===== src/rtl/riscv_pkg.sv =====
// rtl/riscv_pkg.sv - shared RV32I pipeline types and constants for the fetch slice
package riscv_pkg;

    localparam int XLEN = 32;
    localparam logic [31:0] NOP_INSTR = 32'h0000_0013;

    typedef enum logic [1:0] {
        BOOT = 2'd0,
        RUN  = 2'd1,
        TRAP = 2'd2
    } fetch_state_t;

    typedef struct packed {
        logic [XLEN-1:0] pc;
        logic [XLEN-1:0] pc_plus4;
        logic [31:0]     instr;
        logic            valid;
    } ifid_t;

    // A bubble carries no PC so downstream never mistakes it for a real link value.
    localparam ifid_t IFID_BUBBLE = '{pc: '0, pc_plus4: '0, instr: NOP_INSTR, valid: 1'b0};

endpackage


===== src/rtl/if_id_register.sv =====
// rtl/if_id_register.sv - IF/ID pipeline register; flush beats load, otherwise holds
module if_id_register
    import riscv_pkg::*;
(
    input  logic  clk,
    input  logic  rst,
    input  logic  i_load,
    input  logic  i_flush,
    input  ifid_t i_data,
    output ifid_t o_data
);

    ifid_t r_ifid;

    always_ff @(posedge clk or posedge rst) begin
        if (rst) begin
            r_ifid <= IFID_BUBBLE;
        end else if (i_flush) begin
            r_ifid <= IFID_BUBBLE;
        end else if (i_load) begin
            r_ifid <= i_data;
        end
    end

    assign o_data = r_ifid;

endmodule


===== src/rtl/fetch_stage.sv =====
// rtl/fetch_stage.sv - RV32I IF stage: PC, boot/run/trap FSM, IF/ID capture
// Optional misaligned-redirect trap enabled by defining FETCH_MISALIGN_TRAP_EN.
module fetch_stage
    import riscv_pkg::*;
#(
    parameter logic [XLEN-1:0] RESET_PC    = 32'h0000_0000,
    parameter logic [XLEN-1:0] TRAP_VECTOR = 32'h0000_00F0
) (
    input  logic            clk,
    input  logic            reset,
    input  logic            stall,
    input  logic            redirect,
    input  logic [XLEN-1:0] redirect_target,
    output logic [XLEN-1:0] imem_addr,
    input  logic [31:0]     imem_instr,
    output logic [XLEN-1:0] ifid_pc,
    output logic [XLEN-1:0] ifid_pc_plus4,
    output logic [31:0]     ifid_instr,
    output logic            ifid_valid,
    output logic            trap
);

    fetch_state_t    r_state;
    logic [XLEN-1:0] r_pc;
    logic            r_trap;

    logic [XLEN-1:0] w_pc_plus4;
    logic [XLEN-1:0] w_target;
    logic            w_misaligned;
    logic            w_run;
    logic            w_load;
    logic            w_flush;
    ifid_t           w_ifid_d;
    ifid_t           w_ifid_q;

`ifdef FETCH_MISALIGN_TRAP_EN
    assign w_misaligned = (redirect_target[1:0] != 2'b00);
    assign w_target     = redirect_target;
`else
    assign w_misaligned = 1'b0;
    assign w_target     = redirect_target & {{(XLEN-2){1'b1}}, 2'b00};
`endif

    assign w_pc_plus4 = r_pc + XLEN'(4);
    assign w_run      = (r_state == RUN);
    assign w_flush    = w_run && redirect;
    assign w_load     = w_run && !redirect && !stall;
    assign w_ifid_d   = '{pc: r_pc, pc_plus4: w_pc_plus4, instr: imem_instr, valid: 1'b1};

    always_ff @(posedge clk or posedge reset) begin
        if (reset) begin
            r_state <= BOOT;
            r_pc    <= RESET_PC;
            r_trap  <= 1'b0;
        end else begin
            case (r_state)
                BOOT: r_state <= RUN;
                RUN: begin
                    if (redirect) begin
                        if (w_misaligned) begin
                            r_pc    <= TRAP_VECTOR;
                            r_trap  <= 1'b1;
                            r_state <= TRAP;
                        end else begin
                            r_pc <= w_target;
                        end
                    end else if (!stall) begin
                        r_pc <= w_pc_plus4;
                    end
                end
                TRAP:    r_pc <= TRAP_VECTOR;
                default: r_state <= BOOT;
            endcase
        end
    end

    if_id_register u_if_id (
        .clk     (clk),
        .rst     (reset),
        .i_load  (w_load),
        .i_flush (w_flush),
        .i_data  (w_ifid_d),
        .o_data  (w_ifid_q)
    );

    assign imem_addr     = r_pc;
    assign ifid_pc       = w_ifid_q.pc;
    assign ifid_pc_plus4 = w_ifid_q.pc_plus4;
    assign ifid_instr    = w_ifid_q.instr;
    assign ifid_valid    = w_ifid_q.valid;
    assign trap          = r_trap;

endmodule

===== config.mk =====
export PLATFORM = sky130hd
export DESIGN_NAME = fetch_stage
export DESIGN_NICKNAME = d
export VERILOG_FILES = /design/src/rtl/riscv_pkg.sv /design/src/rtl/if_id_register.sv /design/src/rtl/fetch_stage.sv
export SDC_FILE = /design/constraint.sdc
export NUM_CORES = 1
export LEC_CHECK = 0
export BUFFER_PORTS_ARGS = -buffer_cell sky130_fd_sc_hd__buf_4
export CORE_UTILIZATION = 45
export CTS_CLUSTER_DIAMETER = 200
export DETAILED_ROUTE_END_ITERATION = 7
export PLACE_DENSITY = 0.84
export SYNTH_ARGS = -nofsm -noshare
export SYNTH_HDL_FRONTEND = slang
export SYNTH_SLANG_ARGS = --single-unit

===== constraint.sdc =====
create_clock -name clk -period 4.25 [get_ports clk]
set_input_delay 0.425 -clock clk [delete_from_list [all_inputs] [get_ports clk]]
set_output_delay 0.425 -clock clk [all_outputs]
set_load 0.005 [all_outputs]

==> results.tsv <==
metric	value	unit
cap_violations	0	
syn_inst	579	
synth_top_area_share	52.2	%
yosysUniqueCellTypes	58	
portBuffers	192	
skew	13.4	ps
vias	5390	
dieArea	13500	um^2
synth-edff-count	0	
worst-slew-pin-transition	924	ps
diodes	0	
ant_nets	0	
finalHoldViolCount	0	
startpoint_type	flip-flop	
antenna_found_initial	0	
async_flop_share	100	%
p_leak	0.00377	uW
setup_violations	0	
required	4540	ps
routed_wl	17.1	mm
cpMaxStageDelayCell	dfrtp_1	
synthesis.area	5850	um^2
reg2reg_depth	3	
postLayoutCellArea	7930	um^2
clockRootBuffer	clkbuf_16	
worst_setup_path_endpoint	imem_addr[24]	
grt_pass1_vias	5121	
cts_tree	built	
numCtsBuffers	17	
firstDrtPassIters	7	
final_common_cell	buf_4	
crit_fanout	29	
synth-main-ff-cell	dfrtp_1	
vias_per_cell	5.83	
synth_area_leaders	dfrtp_1, a22o_1, nand2_1	
crit_family	simple AND/OR/NAND/NOR gates	
max_stage_delay	850	ps
reg2reg_from	r_state[0]	
hold_path_class	in -> async	
drc_errors	0	
ctsHoldBuffers	0	
worstReg2RegEnd	imem_addr[24]	
cts_setup_buffers	0	
seq_area_frac_synth	53.6	%
cts_resized	0	
core_area	12700	um^2
htreeDepth	4	
r2r_slack	1730	ps
layout-drive-gt1-share	32.0	%
min_period_over_period	59.3	%
routed_wire_length_per_instance	18.4	um
die_w	116	um
arrival	2810	ps
fin_setup_tns	0	ps
crit_buf_inv	0	
dpl.hpwl	11.5	mm
clk_path_buf_depth	2	
placed_area	7320	um^2
grt_first_pass_wirelength	26.4	mm
relSlewSlack	38.2	%
area_growth	35.6	%
ys_warn_count	0	
core.rowCount	41	
slew_violations	0	
crit_path_cell_trace	or3b_2 -> or4_1 -> o311ai_0	
grt_overflow	0	
syn_area_per_cell	10.1	um^2
ios	198	
cts.sinks	125	
place.gp.congestion	0.794	
synth_top_cell_by_area	dfrtp_1	
rsz0062_at_grt	no	
finalCriticalPeriod	2520	ps
crit_path_start	r_state[0]	
grt_max_degree	65	
fin_nets	809	
final_cell_count_no_fill	925	
initial_core_util	46.2	%
drtIter0Drc	396	
path_clk_slew	50	ps
clk_latency	410	ps
grt_usage	25.7	%
status	finished, final reports clean	
die_h	116	um
mostFrequentLayoutCells	buf_4, dfrtp_1, nand2_1, a22o_1, o21ai_0	
clock.fmax	397	MHz
ys_seq_elements	125	
ir_drop	0.249	mV
cp_num_cells	3	
endpoint_kind	flip-flop	
powerDensity	451	nW/um^2
worstSetupPathType	reg -> reg	
dp_cells	893	
layer usage:
layer	track usage (%)	wire length, um
met3	5.13	1340
met5	0	0
met1	34.3	7360
met4	9.57	225
met2	41.6	8130
synth_stat cells, types with 6 or more instances:
master,n
dfrtp_1,122
nand2_1,67
a22o_1,50
o21ai_0,38
clkbuf_1,30
nor2_1,24
nand3_1,23
nand4_1,21
a21oi_1,18
nor3_1,17
o211ai_1,15
and3_1,14
xnor2_1,12
inv_1,11
buf_2,10
buf_1,8
buf_4,8
o311ai_0,8
and4_1,6
nor4_1,6
worst min path at each step:
stage | to | depth (start not counted) | slack [ps] | startpoint
final | u_if_id.o_data[23] | 2 | 160 | reset
after global routing | u_if_id.o_data[1] | 2 | 220 | imem_instr[0]
after CTS | u_if_id.o_data[23] | 2 | 180 | reset
after detailed placement | u_if_id.o_data[85] | 2 | 460 | u_if_id.o_data[85]
after global placement | u_if_id.o_data[87] | 2 | 460 | u_if_id.o_data[87]
after floorplan | u_if_id.o_data[84] | 2 | 460 | u_if_id.o_data[84]
state kept, by name, indices dropped and copies added (netlist names):
name / count
imem_addr: 30
r_state: 1
u_if_id.o_data: 94
stage by stage:
| stage | utilization (%) | hold slack [ps] | worst slack [ps] | total power (uW) |
|---|---|---|---|---|
| after floorplan | - | 463 | 502 | 1770 |
| after global placement | 57.8 | 456 | 1790 | 2090 |
| after detailed placement | 57.8 | 461 | 1740 | 2110 |
| after CTS | 62.6 | 179 | 1740 | 3600 |
| after global routing | 62.6 | 219 | 1550 | 3740 |
| final | 62.6 | 160 | 1730 | 3580 |
where the power goes:
part	switching, uW	leakage, uW	total, uW	internal, uW
Sequential	181	0.00160	1510	1320
Combinational	268	0.00187	593	325
Clock	499	0.000301	1480	981
logic make-up (layout without fill, tap and decap cells):
group / after synthesis / after routing / synth area share [%]
DFF: 125 / 125 / 53.6
adders and majority gates: 1 / 1 / 0.214
buffers and inverters: 71 / 243 / 5.46
muxes: 1 / 1 / 0.171
other: 2 / 4 / 0.128
AOI/OAI and AO/OA: 167 / 167 / 20.6
and+or+nand+nor: 198 / 198 / 17.8
xor gates and xnor gates: 14 / 14 / 2.10
cell type report:
| class | count | area, um^2 |
|---|---|---|
| sequential | 125 | 3130 |
| multi-input combinational | 385 | 2420 |
| tap | 172 | 215 |
| inverter | 12 | 47.5 |
| fill | 1027 | 4740 |
| timing repair buffer | 199 | 1510 |
| clock buffer | 25 | 495 |
| clock inverter | 7 | 110 |
No activity file was read; power rests on OpenSTA's default activity.
